<file path="src/rtl/mc_ctrl_pkg.sv">
// Shared encodings for the multi-cycle MIPS control unit: opcodes, functs,
// ALU operations, datapath mux selects, FSM states and instruction classes.
package mc_ctrl_pkg;

  localparam int CNT_W = 16;

  localparam logic [5:0] OP_RTYPE = 6'b000000;
  localparam logic [5:0] OP_J     = 6'b000010;
  localparam logic [5:0] OP_JAL   = 6'b000011;
  localparam logic [5:0] OP_BEQ   = 6'b000100;
  localparam logic [5:0] OP_BNE   = 6'b000101;
  localparam logic [5:0] OP_ADDI  = 6'b001000;
  localparam logic [5:0] OP_SLTI  = 6'b001010;
  localparam logic [5:0] OP_ANDI  = 6'b001100;
  localparam logic [5:0] OP_ORI   = 6'b001101;
  localparam logic [5:0] OP_XORI  = 6'b001110;
  localparam logic [5:0] OP_LB    = 6'b100000;
  localparam logic [5:0] OP_LW    = 6'b100011;
  localparam logic [5:0] OP_SB    = 6'b101000;
  localparam logic [5:0] OP_SW    = 6'b101011;

  localparam logic [5:0] FN_SLL   = 6'b000000;
  localparam logic [5:0] FN_SRL   = 6'b000010;
  localparam logic [5:0] FN_JR    = 6'b001000;
  localparam logic [5:0] FN_MFLO  = 6'b010010;
  localparam logic [5:0] FN_MULT  = 6'b011000;
  localparam logic [5:0] FN_MULTU = 6'b011001;
  localparam logic [5:0] FN_ADD   = 6'b100000;
  localparam logic [5:0] FN_ADDU  = 6'b100001;
  localparam logic [5:0] FN_SUB   = 6'b100010;
  localparam logic [5:0] FN_SUBU  = 6'b100011;
  localparam logic [5:0] FN_AND   = 6'b100100;
  localparam logic [5:0] FN_OR    = 6'b100101;
  localparam logic [5:0] FN_XOR   = 6'b100110;
  localparam logic [5:0] FN_SLT   = 6'b101010;

  typedef enum logic [3:0] {
    ALU_ADD  = 4'd0,
    ALU_AND  = 4'd1,
    ALU_OR   = 4'd2,
    ALU_SLL  = 4'd3,
    ALU_SLT  = 4'd4,
    ALU_SRL  = 4'd5,
    ALU_SUB  = 4'd6,
    ALU_XOR  = 4'd7,
    ALU_BEQ  = 4'd8,
    ALU_BNE  = 4'd9,
    ALU_NONE = 4'd15
  } alu_op_e;

  typedef enum logic [1:0] {PC_PLUS4, PC_BRANCH, PC_JUMP, PC_REG} pc_src_e;
  typedef enum logic [1:0] {WB_ALU_RES, WB_MEM_DATA, WB_PC, WB_LO} wb_sel_e;
  typedef enum logic [1:0] {SRCB_RT, SRCB_FOUR, SRCB_IMM, SRCB_IMM_SH2} alu_src_b_e;
  typedef enum logic [1:0] {RD_RT, RD_RD, RD_R31} reg_dest_e;

  typedef enum logic [3:0] {
    S_RESET, S_FETCH, S_DECODE, S_EXEC_R, S_EXEC_I, S_ADDR, S_MEM_RD, S_MEM_WR,
    S_WB_ALU, S_WB_MEM, S_BRANCH, S_JUMP, S_JR, S_MULT, S_TRAP
  } state_e;

  typedef enum logic [3:0] {
    CLS_ILLEGAL, CLS_R, CLS_I, CLS_LOAD, CLS_STORE, CLS_BRANCH,
    CLS_J, CLS_JAL, CLS_JR, CLS_MULT, CLS_MFLO
  } instr_class_e;

endpackage

</file>
<file path="src/rtl/mc_control_decode.sv">
// Combinational instruction decoder: opcode/funct to class, ALU op and shift flag.
// MC_MULT_EN adds MULT/MULTU/MFLO; without it those functs decode as illegal.
module mc_decode
  import mc_ctrl_pkg::*;
(
  input  logic [5:0]   opcode,
  input  logic [5:0]   funct,
  output instr_class_e cls,
  output logic [3:0]   alu_op,
  output logic         shift,
  output logic         illegal
);

  always_comb begin
    cls    = CLS_ILLEGAL;
    alu_op = ALU_NONE;
    shift  = 1'b0;
    case (opcode)
      OP_RTYPE: begin
        case (funct)
          FN_SLL:           begin cls = CLS_R; alu_op = ALU_SLL; shift = 1'b1; end
          FN_SRL:           begin cls = CLS_R; alu_op = ALU_SRL; shift = 1'b1; end
          FN_ADD, FN_ADDU:  begin cls = CLS_R; alu_op = ALU_ADD; end
          FN_SUB, FN_SUBU:  begin cls = CLS_R; alu_op = ALU_SUB; end
          FN_AND:           begin cls = CLS_R; alu_op = ALU_AND; end
          FN_OR:            begin cls = CLS_R; alu_op = ALU_OR;  end
          FN_XOR:           begin cls = CLS_R; alu_op = ALU_XOR; end
          FN_SLT:           begin cls = CLS_R; alu_op = ALU_SLT; end
          FN_JR:            cls = CLS_JR;
`ifdef MC_MULT_EN
          FN_MULT, FN_MULTU: cls = CLS_MULT;
          FN_MFLO:           cls = CLS_MFLO;
`endif
          default: ;
        endcase
      end
      OP_ADDI:      begin cls = CLS_I; alu_op = ALU_ADD; end
      OP_SLTI:      begin cls = CLS_I; alu_op = ALU_SLT; end
      OP_ANDI:      begin cls = CLS_I; alu_op = ALU_AND; end
      OP_ORI:       begin cls = CLS_I; alu_op = ALU_OR;  end
      OP_XORI:      begin cls = CLS_I; alu_op = ALU_XOR; end
      OP_LB, OP_LW: begin cls = CLS_LOAD;  alu_op = ALU_ADD; end
      OP_SB, OP_SW: begin cls = CLS_STORE; alu_op = ALU_ADD; end
      OP_BEQ:       begin cls = CLS_BRANCH; alu_op = ALU_BEQ; end
      OP_BNE:       begin cls = CLS_BRANCH; alu_op = ALU_BNE; end
      OP_J:         cls = CLS_J;
      OP_JAL:       cls = CLS_JAL;
      default: ;
    endcase
  end

  assign illegal = (cls == CLS_ILLEGAL);

endmodule

</file>
<file path="src/rtl/mc_control.sv">
// Multi-cycle MIPS control FSM with memory wait/timeout handling and an
// illegal-instruction trap. MC_MULT_EN enables the multi-cycle multiply path.
module mc_control
  import mc_ctrl_pkg::*;
#(
  parameter int ALU_CTRL_W  = 4,
  parameter int MEM_TIMEOUT = 0,
  parameter int MULT_CYCLES = 8
) (
  input  logic                  clk,
  input  logic                  rst,
  input  logic [5:0]            opcode,
  input  logic [5:0]            funct,
  input  logic                  bcond,
  input  logic                  mem_ready,
  output logic                  mem_req,
  output logic                  mem_we,
  output logic                  iord,
  output logic                  ir_write,
  output logic                  pc_write,
  output logic [1:0]            pc_src,
  output logic                  reg_write,
  output logic [1:0]            reg_dest,
  output logic [1:0]            wb_sel,
  output logic                  alu_src_a,
  output logic [1:0]            alu_src_b,
  output logic                  is_sll_srl,
  output logic [ALU_CTRL_W-1:0] alu_control,
  output logic                  hilo_write,
  output logic                  instr_done,
  output logic                  trap,
  output logic                  trap_cause
);

  state_e             state_q, state_d;
  logic [CNT_W-1:0]   wait_cnt_q, wait_cnt_d;
  logic [CNT_W-1:0]   mult_cnt_q, mult_cnt_d;
  logic               cause_q, cause_d;

  instr_class_e       cls;
  logic [3:0]         dec_alu;
  logic               dec_shift;
  logic               dec_illegal;
  logic               mem_state;
  logic               mem_timeout;
  logic               mult_last;
  logic [3:0]         alu_w;

  mc_decode u_decode (
    .opcode  (opcode),
    .funct   (funct),
    .cls     (cls),
    .alu_op  (dec_alu),
    .shift   (dec_shift),
    .illegal (dec_illegal)
  );

  // Wait counter only runs while a memory request is outstanding and unanswered,
  // so it is naturally zero on entry to every memory state.
  assign mem_state   = (state_q == S_FETCH) || (state_q == S_MEM_RD) || (state_q == S_MEM_WR);
  assign mem_timeout = (MEM_TIMEOUT != 0) && !mem_ready &&
                       (wait_cnt_q == CNT_W'(MEM_TIMEOUT));
  assign mult_last   = (mult_cnt_q == CNT_W'(MULT_CYCLES - 1));

  always_ff @(posedge clk) begin
    if (rst) begin
      state_q    <= S_RESET;
      wait_cnt_q <= '0;
      mult_cnt_q <= '0;
      cause_q    <= 1'b0;
    end else begin
      state_q    <= state_d;
      wait_cnt_q <= wait_cnt_d;
      mult_cnt_q <= mult_cnt_d;
      cause_q    <= cause_d;
    end
  end

  always_comb begin
    state_d    = state_q;
    cause_d    = cause_q;
    wait_cnt_d = '0;
    mult_cnt_d = '0;
    if (mem_state && !mem_ready)
      wait_cnt_d = (wait_cnt_q == '1) ? wait_cnt_q : wait_cnt_q + 1'b1;
    if (state_q == S_MULT)
      mult_cnt_d = mult_cnt_q + 1'b1;
    case (state_q)
      S_RESET: state_d = S_FETCH;
      S_FETCH, S_MEM_RD, S_MEM_WR: begin
        if (mem_ready) begin
          state_d = (state_q == S_FETCH)  ? S_DECODE :
                    (state_q == S_MEM_RD) ? S_WB_MEM : S_FETCH;
        end else if (mem_timeout) begin
          state_d = S_TRAP;
          cause_d = 1'b1;
        end
      end
      S_DECODE: begin
        state_d = S_TRAP;
        cause_d = 1'b0;
        if (!dec_illegal) begin
          case (cls)
            CLS_R:              state_d = S_EXEC_R;
            CLS_I:              state_d = S_EXEC_I;
            CLS_LOAD, CLS_STORE: state_d = S_ADDR;
            CLS_BRANCH:         state_d = S_BRANCH;
            CLS_J, CLS_JAL:     state_d = S_JUMP;
            CLS_JR:             state_d = S_JR;
            CLS_MULT:           state_d = S_MULT;
            CLS_MFLO:           state_d = S_WB_ALU;
            default:            state_d = S_TRAP;
          endcase
        end
      end
      S_EXEC_R, S_EXEC_I: state_d = S_WB_ALU;
      S_ADDR:   state_d = (cls == CLS_LOAD) ? S_MEM_RD : S_MEM_WR;
      S_WB_ALU, S_WB_MEM, S_BRANCH, S_JUMP, S_JR: state_d = S_FETCH;
      S_MULT:   if (mult_last) state_d = S_FETCH;
      S_TRAP:   state_d = S_TRAP;
      default:  state_d = S_RESET;
    endcase
  end

  always_comb begin
    mem_req    = 1'b0;
    mem_we     = 1'b0;
    iord       = 1'b0;
    ir_write   = 1'b0;
    pc_write   = 1'b0;
    pc_src     = PC_PLUS4;
    reg_write  = 1'b0;
    reg_dest   = RD_RT;
    wb_sel     = WB_ALU_RES;
    alu_src_a  = 1'b0;
    alu_src_b  = SRCB_RT;
    is_sll_srl = 1'b0;
    alu_w      = ALU_ADD;
    hilo_write = 1'b0;
    instr_done = 1'b0;
    trap       = 1'b0;
    trap_cause = 1'b0;
    case (state_q)
      S_FETCH: begin
        mem_req   = 1'b1;
        alu_src_b = SRCB_FOUR;
        ir_write  = mem_ready;
        pc_write  = mem_ready;
      end
      S_DECODE: alu_src_b = SRCB_IMM_SH2;
      S_EXEC_R: begin
        alu_src_a  = 1'b1;
        alu_w      = dec_alu;
        is_sll_srl = dec_shift;
      end
      S_EXEC_I: begin
        alu_src_a = 1'b1;
        alu_src_b = SRCB_IMM;
        alu_w     = dec_alu;
      end
      S_ADDR: begin
        alu_src_a = 1'b1;
        alu_src_b = SRCB_IMM;
      end
      S_MEM_RD: begin
        mem_req = 1'b1;
        iord    = 1'b1;
        alu_w   = ALU_NONE;
      end
      S_MEM_WR: begin
        mem_req    = 1'b1;
        mem_we     = 1'b1;
        iord       = 1'b1;
        alu_w      = ALU_NONE;
        instr_done = mem_ready;
      end
      S_WB_ALU: begin
        reg_write  = 1'b1;
        reg_dest   = (cls == CLS_I) ? RD_RT : RD_RD;
        wb_sel     = (cls == CLS_MFLO) ? WB_LO : WB_ALU_RES;
        alu_w      = ALU_NONE;
        instr_done = 1'b1;
      end
      S_WB_MEM: begin
        reg_write  = 1'b1;
        wb_sel     = WB_MEM_DATA;
        alu_w      = ALU_NONE;
        instr_done = 1'b1;
      end
      S_BRANCH: begin
        alu_src_a  = 1'b1;
        alu_w      = dec_alu;
        pc_write   = bcond;
        pc_src     = PC_BRANCH;
        instr_done = 1'b1;
      end
      S_JUMP: begin
        pc_write   = 1'b1;
        pc_src     = PC_JUMP;
        alu_w      = ALU_NONE;
        instr_done = 1'b1;
        if (cls == CLS_JAL) begin
          reg_write = 1'b1;
          reg_dest  = RD_R31;
          wb_sel    = WB_PC;
        end
      end
      S_JR: begin
        pc_write   = 1'b1;
        pc_src     = PC_REG;
        alu_w      = ALU_NONE;
        instr_done = 1'b1;
      end
      S_MULT: begin
        alu_w      = ALU_NONE;
        instr_done = mult_last;
`ifdef MC_MULT_EN
        hilo_write = mult_last;
`endif
      end
      S_TRAP: begin
        trap       = 1'b1;
        trap_cause = cause_q;
      end
      default: ;
    endcase
    alu_control = ALU_CTRL_W'(alu_w);
  end

endmodule

</file>
<file path="config.mk">
export PLATFORM = sky130hd
export DESIGN_NAME = mc_control
export DESIGN_NICKNAME = d
export VERILOG_FILES = /design/src/rtl/mc_ctrl_pkg.sv /design/src/rtl/mc_control_decode.sv /design/src/rtl/mc_control.sv
export SDC_FILE = /design/constraint.sdc
export NUM_CORES = 1
export LEC_CHECK = 0
export ABC_AREA = 1
export CAP_MARGIN = 20
export CORE_ASPECT_RATIO = 0.8
export CORE_MARGIN = 3
export CORE_UTILIZATION = 45
export CTS_BUF_LIST = sky130_fd_sc_hd__clkbuf_2 sky130_fd_sc_hd__clkbuf_4 sky130_fd_sc_hd__clkbuf_8
export CTS_CLUSTER_DIAMETER = 50
export DETAILED_ROUTE_END_ITERATION = 16
export GPL_TIMING_DRIVEN = 0
export PLACE_DENSITY_LB_ADDON = 0.2
export SLEW_MARGIN = 20
export SYNTH_ARGS = -nofsm -noshare
export SYNTH_HDL_FRONTEND = slang
export SYNTH_SLANG_ARGS = --single-unit
</file>
<file path="constraint.sdc">
create_clock -name clk -period 4.6 [get_ports clk]
set_input_delay 0.46 -clock clk [delete_from_list [all_inputs] [get_ports clk]]
set_output_delay 0.46 -clock clk [all_outputs]
set_load 0.05 [all_outputs]
</file>
# ---- Word level (Yosys, flattened, before mapping)
# Memories as Yosys holds them, arrays and structs flattened.
# Cells that the tools add are included.
dict set report totals {
  ff_bits 20
  mem_bits_ro 64
  input_bits 16
  output_inout_bits 24
  word_cells 107
  memories 1
}
# memory depth width read_ports rd_clocked_by_memory_dff write_ports line_no
set mem_list {}
lappend mem_list {{(name not given)} 16 4 1 0 0 mc_control.sv:103} ;# case (cls)
dict set report op_classes {
  addsub 1
  eq_ne 44
  muxes 32
  bitwise 1
  reduce_logical 26
}
# cell count
set ops {}
lappend ops {{$eq A6 B6 Y1 const B} 12}
lappend ops {{$pmux W4 S8} 2}
lappend ops {{$pmux W4 S7} 2}
lappend ops {{$eq A6 B4 Y1 const B} 6}
lappend ops {{$eq A4 B4 Y1 const B} 8}
lappend ops {{$reduce_or A2 Y1} 12}
lappend ops {{$eq A4 B3 Y1 const B} 5}
lappend ops {{$mux W4} 5}
lappend ops {{$eq A6 B2 Y1 const B} 3}
lappend ops {{$pmux W2 S3} 3}
lappend ops {{$add A16 B1 Y16 const B} 1}
lappend ops {{$eq A16 B3 Y1 const B} 1}
lappend ops {{$eq A4 B2 Y1 const B} 4}
lappend ops {{$pmux W4 S2} 2}
lappend ops {{$reduce_or A5 Y1} 3}
lappend ops {{$eq A6 B3 Y1 const B} 2}
lappend ops {{$logic_not A6 Y1} 2}
lappend ops {{$mux W1} 12}
lappend ops {{$reduce_or A10 Y1} 1}
lappend ops {{$logic_not A4 Y1} 2}
lappend ops {{$reduce_or A7 Y1} 1}
lappend ops {{$pmux W1 S3} 2}
lappend ops {{$reduce_or A3 Y1} 2}
lappend ops {{$reduce_or A6 Y1} 1}
lappend ops {{9 further kinds} 10}

# ---- Depth between registers and ports, before layout
dict set report logic_depth {
  word_depth 7
  depth_mapped 14
  ltp_nobuf 14
}

# ---- Modules after synthesis
# Synthesis repeated with hierarchy kept, for this count alone.
dict set report unflattened {
  hier_cells 341
  area_unflattened_um2 1901.8
}
# mod n_inst cells_per_inst area_each_um2 seq_area_each_um2
set modules_own_cells {}
lappend modules_own_cells {mc_control 1 242 1443.9 400.4}
lappend modules_own_cells {mc_decode 1 99 457.9 0.0}

# ---- Worst setup path after synthesis
# OpenSTA, ideal clock, no wires.
dict set report synth_timing {
  kind {input to output}
  start {input opcode[3]}
  end {output reg_dest[0]}
  arrival_time_ns 3.475
  required_time_ns 4.140
  slack_ns 0.665
  cell_stages 5
  n_path_buf 0
  path_cell_list {nor2_1 > nand2_1 > nor2_4 > a21oi_2 > a2111oi_0}
}
dict set report synth_between {
  elab_chain_cells 6
  elab_cells_between_ends 22
  cone_classes {14 x eq/ne; 3 x mux; 5 x reduce/logical}
}
# element line_no
set synth_rtl {}
lappend synth_rtl {{start, declared} mc_control.sv:12} ;# input logic [5:0] opcode,
lappend synth_rtl {{$eq A6 B4 Y1, or another cell as far along} mc_control_decode.sv:18} ;# case (opcode)
lappend synth_rtl {{$reduce_or A5 Y1 (no line) or $reduce_or A2 Y1 (tied branches)} --}
lappend synth_rtl {{$pmux W4 S7 *} mc_control_decode.sv:18}
lappend synth_rtl {{$eq A4 B2 Y1 *} mc_control.sv:179} ;# reg_dest = (cls == CLS_I) ? RD_RT : RD_RD;
lappend synth_rtl {{$mux W1 *} mc_control.sv:179}
lappend synth_rtl {{$pmux W2 S2 *} mc_control.sv:143} ;# case (state_q)
lappend synth_rtl {{end, declared} mc_control.sv:23} ;# output logic [1:0] reg_dest,
# Mark *: on every way between the ends. The rest lies on a longest branch, timed or not.

# ---- Worst setup path in the final report
dict set report layout_timing {
  start {input opcode[5]}
  end {output reg_dest[0]}
}
# The elaborated chain is that of the path after synthesis.

==> key figures <==
Drt
  – Initial DRC count: 139
  – Remaining antenna violation count: 0
  – Routed vias: 1,838
  – First-pass DRT Iterations: 4
  – DRC violations left: 0
  – Final WL: 4190 um
  – WL/cell: 12.0 um
  – Via/cell ratio: 5.28

Global route
  – Maximum number of pins on one net before global-route repair: 12
  – Initial antenna violation count: 0
  – GRT Total Usage: 20.2%
  – First-pass GRT wire length: 6960 um
  – Overflow after GRT: 0
  – Vias in the first global route: 1,588

Layout
  – Share of layout cells above drive strength 1: 14.9%
  – Filler cells: 302
  – Final non-filler cell total: 348
  – Ant. Diodes: 0
  – Post-layout nets: 326
  – Synth-to-layout area growth: 29.5%

Synthesis
  – Post-Syn Area: 1620 um^2
  – Post-Syn Area per Cell: 6.11 um^2
  – Post-synth top area share: 24.7%
  – Main synth FF type: dfxtp_1
  – Share of the yosys chip area belonging to registers: 24.7%
  – Post-synth EDFFs: 0
  – Library cells used by synthesis: 36
  – Top cells by area, synth: dfxtp_1 25%, nand2_1 11%, nor2_1 9.5%, inv_1 6.2%, nand3_1 6.2%
  – FFs w/ async S/R, synth: 0%
  – YS warnings: 0
  – Commonest cells in the netlist: 49 x nand2_1, 41 x nor2_1, 27 x inv_1
  – Top-count cell post-synth: nand2_1
  – Seq cells post-synth: 20
  – Gate count after technology mapping: 266
  – Cell taking the most area after synthesis: dfxtp_1

Worst setup path
  – Reg2Reg Depth: 13
  – Worst setup path class: primary input to output port
  – Crit end category: output port
  – Crit path top cell by count: clkdlybuf4s50_1
  – Crit start category: primary input
  – R2R Path End: mult_cnt_q[14]$_SDFF_PP0_
  – CP peak stage delay: 0.89 ns
  – Worst r2r src: mult_cnt_q[0]$_SDFF_PP0_
  – Crit-path cells: clkdlybuf4s50_1 > nor2_4 > nand4_1 > nand3_1 > a21oi_2 > a2111oi_0 > clkdlybuf4s50_1
  – Slowest-stage cell, CP: clkdlybuf4s50_1
  – CP delay by family, top: buffers and inverters
  – CP max FO: 9
  – R2R setup slack: 2.80 ns
  – Crit path DAT: 3.04 ns
  – WP data required: 4.14 ns
  – WP buf/inv: 2

Clock tree
  – Clk Latency, worst-skew pair: 0.26 ns
  – Clock buffer depth: 2
  – Clock transition at path regs: 0.07 ns
  – Setup Buffers After CTS: 0
  – H-tree levels: 1
  – CTS-repair resized insts: 0
  – Hold buffer count at CTS: 0
  – Clk sinks: 20
  – CTS tree: done
  – Root Buffer: clkbuf_8
  – CTS buffer count: 3

STA
  – Max frequency: 0.285 GHz
  – Post-layout min period: 3.50 ns
  – Final period util: 76.2%
  – Final hold slack: 0.456 ns
  – Setup TNS: 0 ns
  – RSZ-0062 raised after global routing: false
  – Slew at the pin with the worst max-slew slack: 0.505 ns
  – Worst setup margin: 1.10 ns
  – Max_slew headroom: 66.2%
  – Final Hold Viols: 0
  – Endpoints failing setup: 0
  – Max-slew violations: 0
  – Worst Skew: 0.00478 ns

Placement
  – Worst slack, placed: 1.08 ns
  – Post-DP HPWL: 3480 um
  – Number of placed cells counting well taps: 344
  – Placer congestion estimate: 0.931
  – Port Buffer Count: 37

Floorplan
  – Die Area: 4370 um^2
  – Core area: 3270 um^2
  – Starting Density: 49.7%
  – Die width: 73.2 um
  – IO Count: 40
  – Row count: 18
  – Die height: 59.7 um

Hold path
  – Hold Crit Start: mult_cnt_q[0]$_SDFF_PP0_
  – Hold WC Path Type: flop to flop
  – Hold Crit Depth: 1
  – Min-Delay Endpoint: mult_cnt_q[0]$_SDFF_PP0_

Status
  – Status: finished, final reports clean

Power
  – Maximum vdd ir drop: 0.284 mV
  – Leakage: 0.000870 uW
  – Pwr Density: 443 nW/um^2

Flow run
  – Max_cap viols: 0
metal layers:
| layer | vias up | track usage [%] | part of all wire (%) |
|---|---|---|---|
| met2 | 74 | 27.8 | 39 |
| met5 | - | 0 | 0 |
| met4 | 0 | 3.16 | 0.76 |
| met1 | 797 | 31.3 | 52 |
| met3 | 4 | 5.38 | 8.3 |
| li1 | 963 | - | - |
placed cells by master, fill, tap and decap left out, types with 2 or more instances in the layout:
| cell type | instances |
|---|---|
| nor3_2 | 2 |
| o21ai_1 | 4 |
| nor4_1 | 4 |
| clkdlybuf4s50_1 | 37 |
| buf_4 | 2 |
| inv_2 | 15 |
| o211ai_1 | 3 |
| nand3_1 | 20 |
| nand4_1 | 7 |
| nand2_2 | 5 |
| nor2_1 | 41 |
| inv_1 | 27 |
| clkbuf_8 | 4 |
| dfxtp_1 | 20 |
| conb_1 | 2 |
| nand2_1 | 49 |
| nor2_4 | 2 |
| o21ai_0 | 9 |
| nor2_2 | 7 |
| a31oi_1 | 4 |
| nor3_1 | 8 |
| a21oi_1 | 18 |
| nand3_2 | 3 |
through the flow:
stage	cell area (um^2)	utilization [%]	total power (uW)
detailed placement	2050	62.7	798
finish	2100	64.4	932
floorplan	1630	-	617
global placement	2050	62.7	796
CTS	2100	64.4	934
global route	2100	64.4	979
report_power, final:
part	internal, uW	switching (uW)	total [uW]
clock	76.2	58.0	134
sequential	187	15.7	202
combinational	188	408	596
total	451	482	932
worst max path at each step:
stage / startpoint / endpoint / cells past startpoint
detailed placement: opcode[5] / reg_dest[0] / 7
floorplan: opcode[3] / reg_dest[0] / 5
CTS: opcode[5] / reg_dest[0] / 7
finish: opcode[5] / reg_dest[0] / 7
global placement: opcode[5] / reg_dest[0] / 7
global route: opcode[5] / reg_dest[0] / 7
sequential cells by signal, summed over array words and instances (netlist names):
name and cells:
mult_cnt_q 16, state_q 4
kinds of logic after synthesis:
group,synth area share [%]
simple gates,46.9
flops,24.7
xor+xnor,0.539
buf+inv,10.9
compound gates,15.9
fa+ha+maj,0.770
other cells,0.231
layout make-up:
type / count / area (um^2) / area share (%)
Buffer: 3 / 20.0 / 0.952
Clock buffer: 4 / 55.1 / 2.62
Inverter: 42 / 158 / 7.50
Sequential cell: 20 / 400 / 19.0
Timing Repair Buffer: 37 / 370 / 17.6
Tap cell: 40 / 50.0 / 2.38
Multi-Input combinational cell: 202 / 1050 / 49.9
No activity file was read; power rests on OpenSTA's default activity.
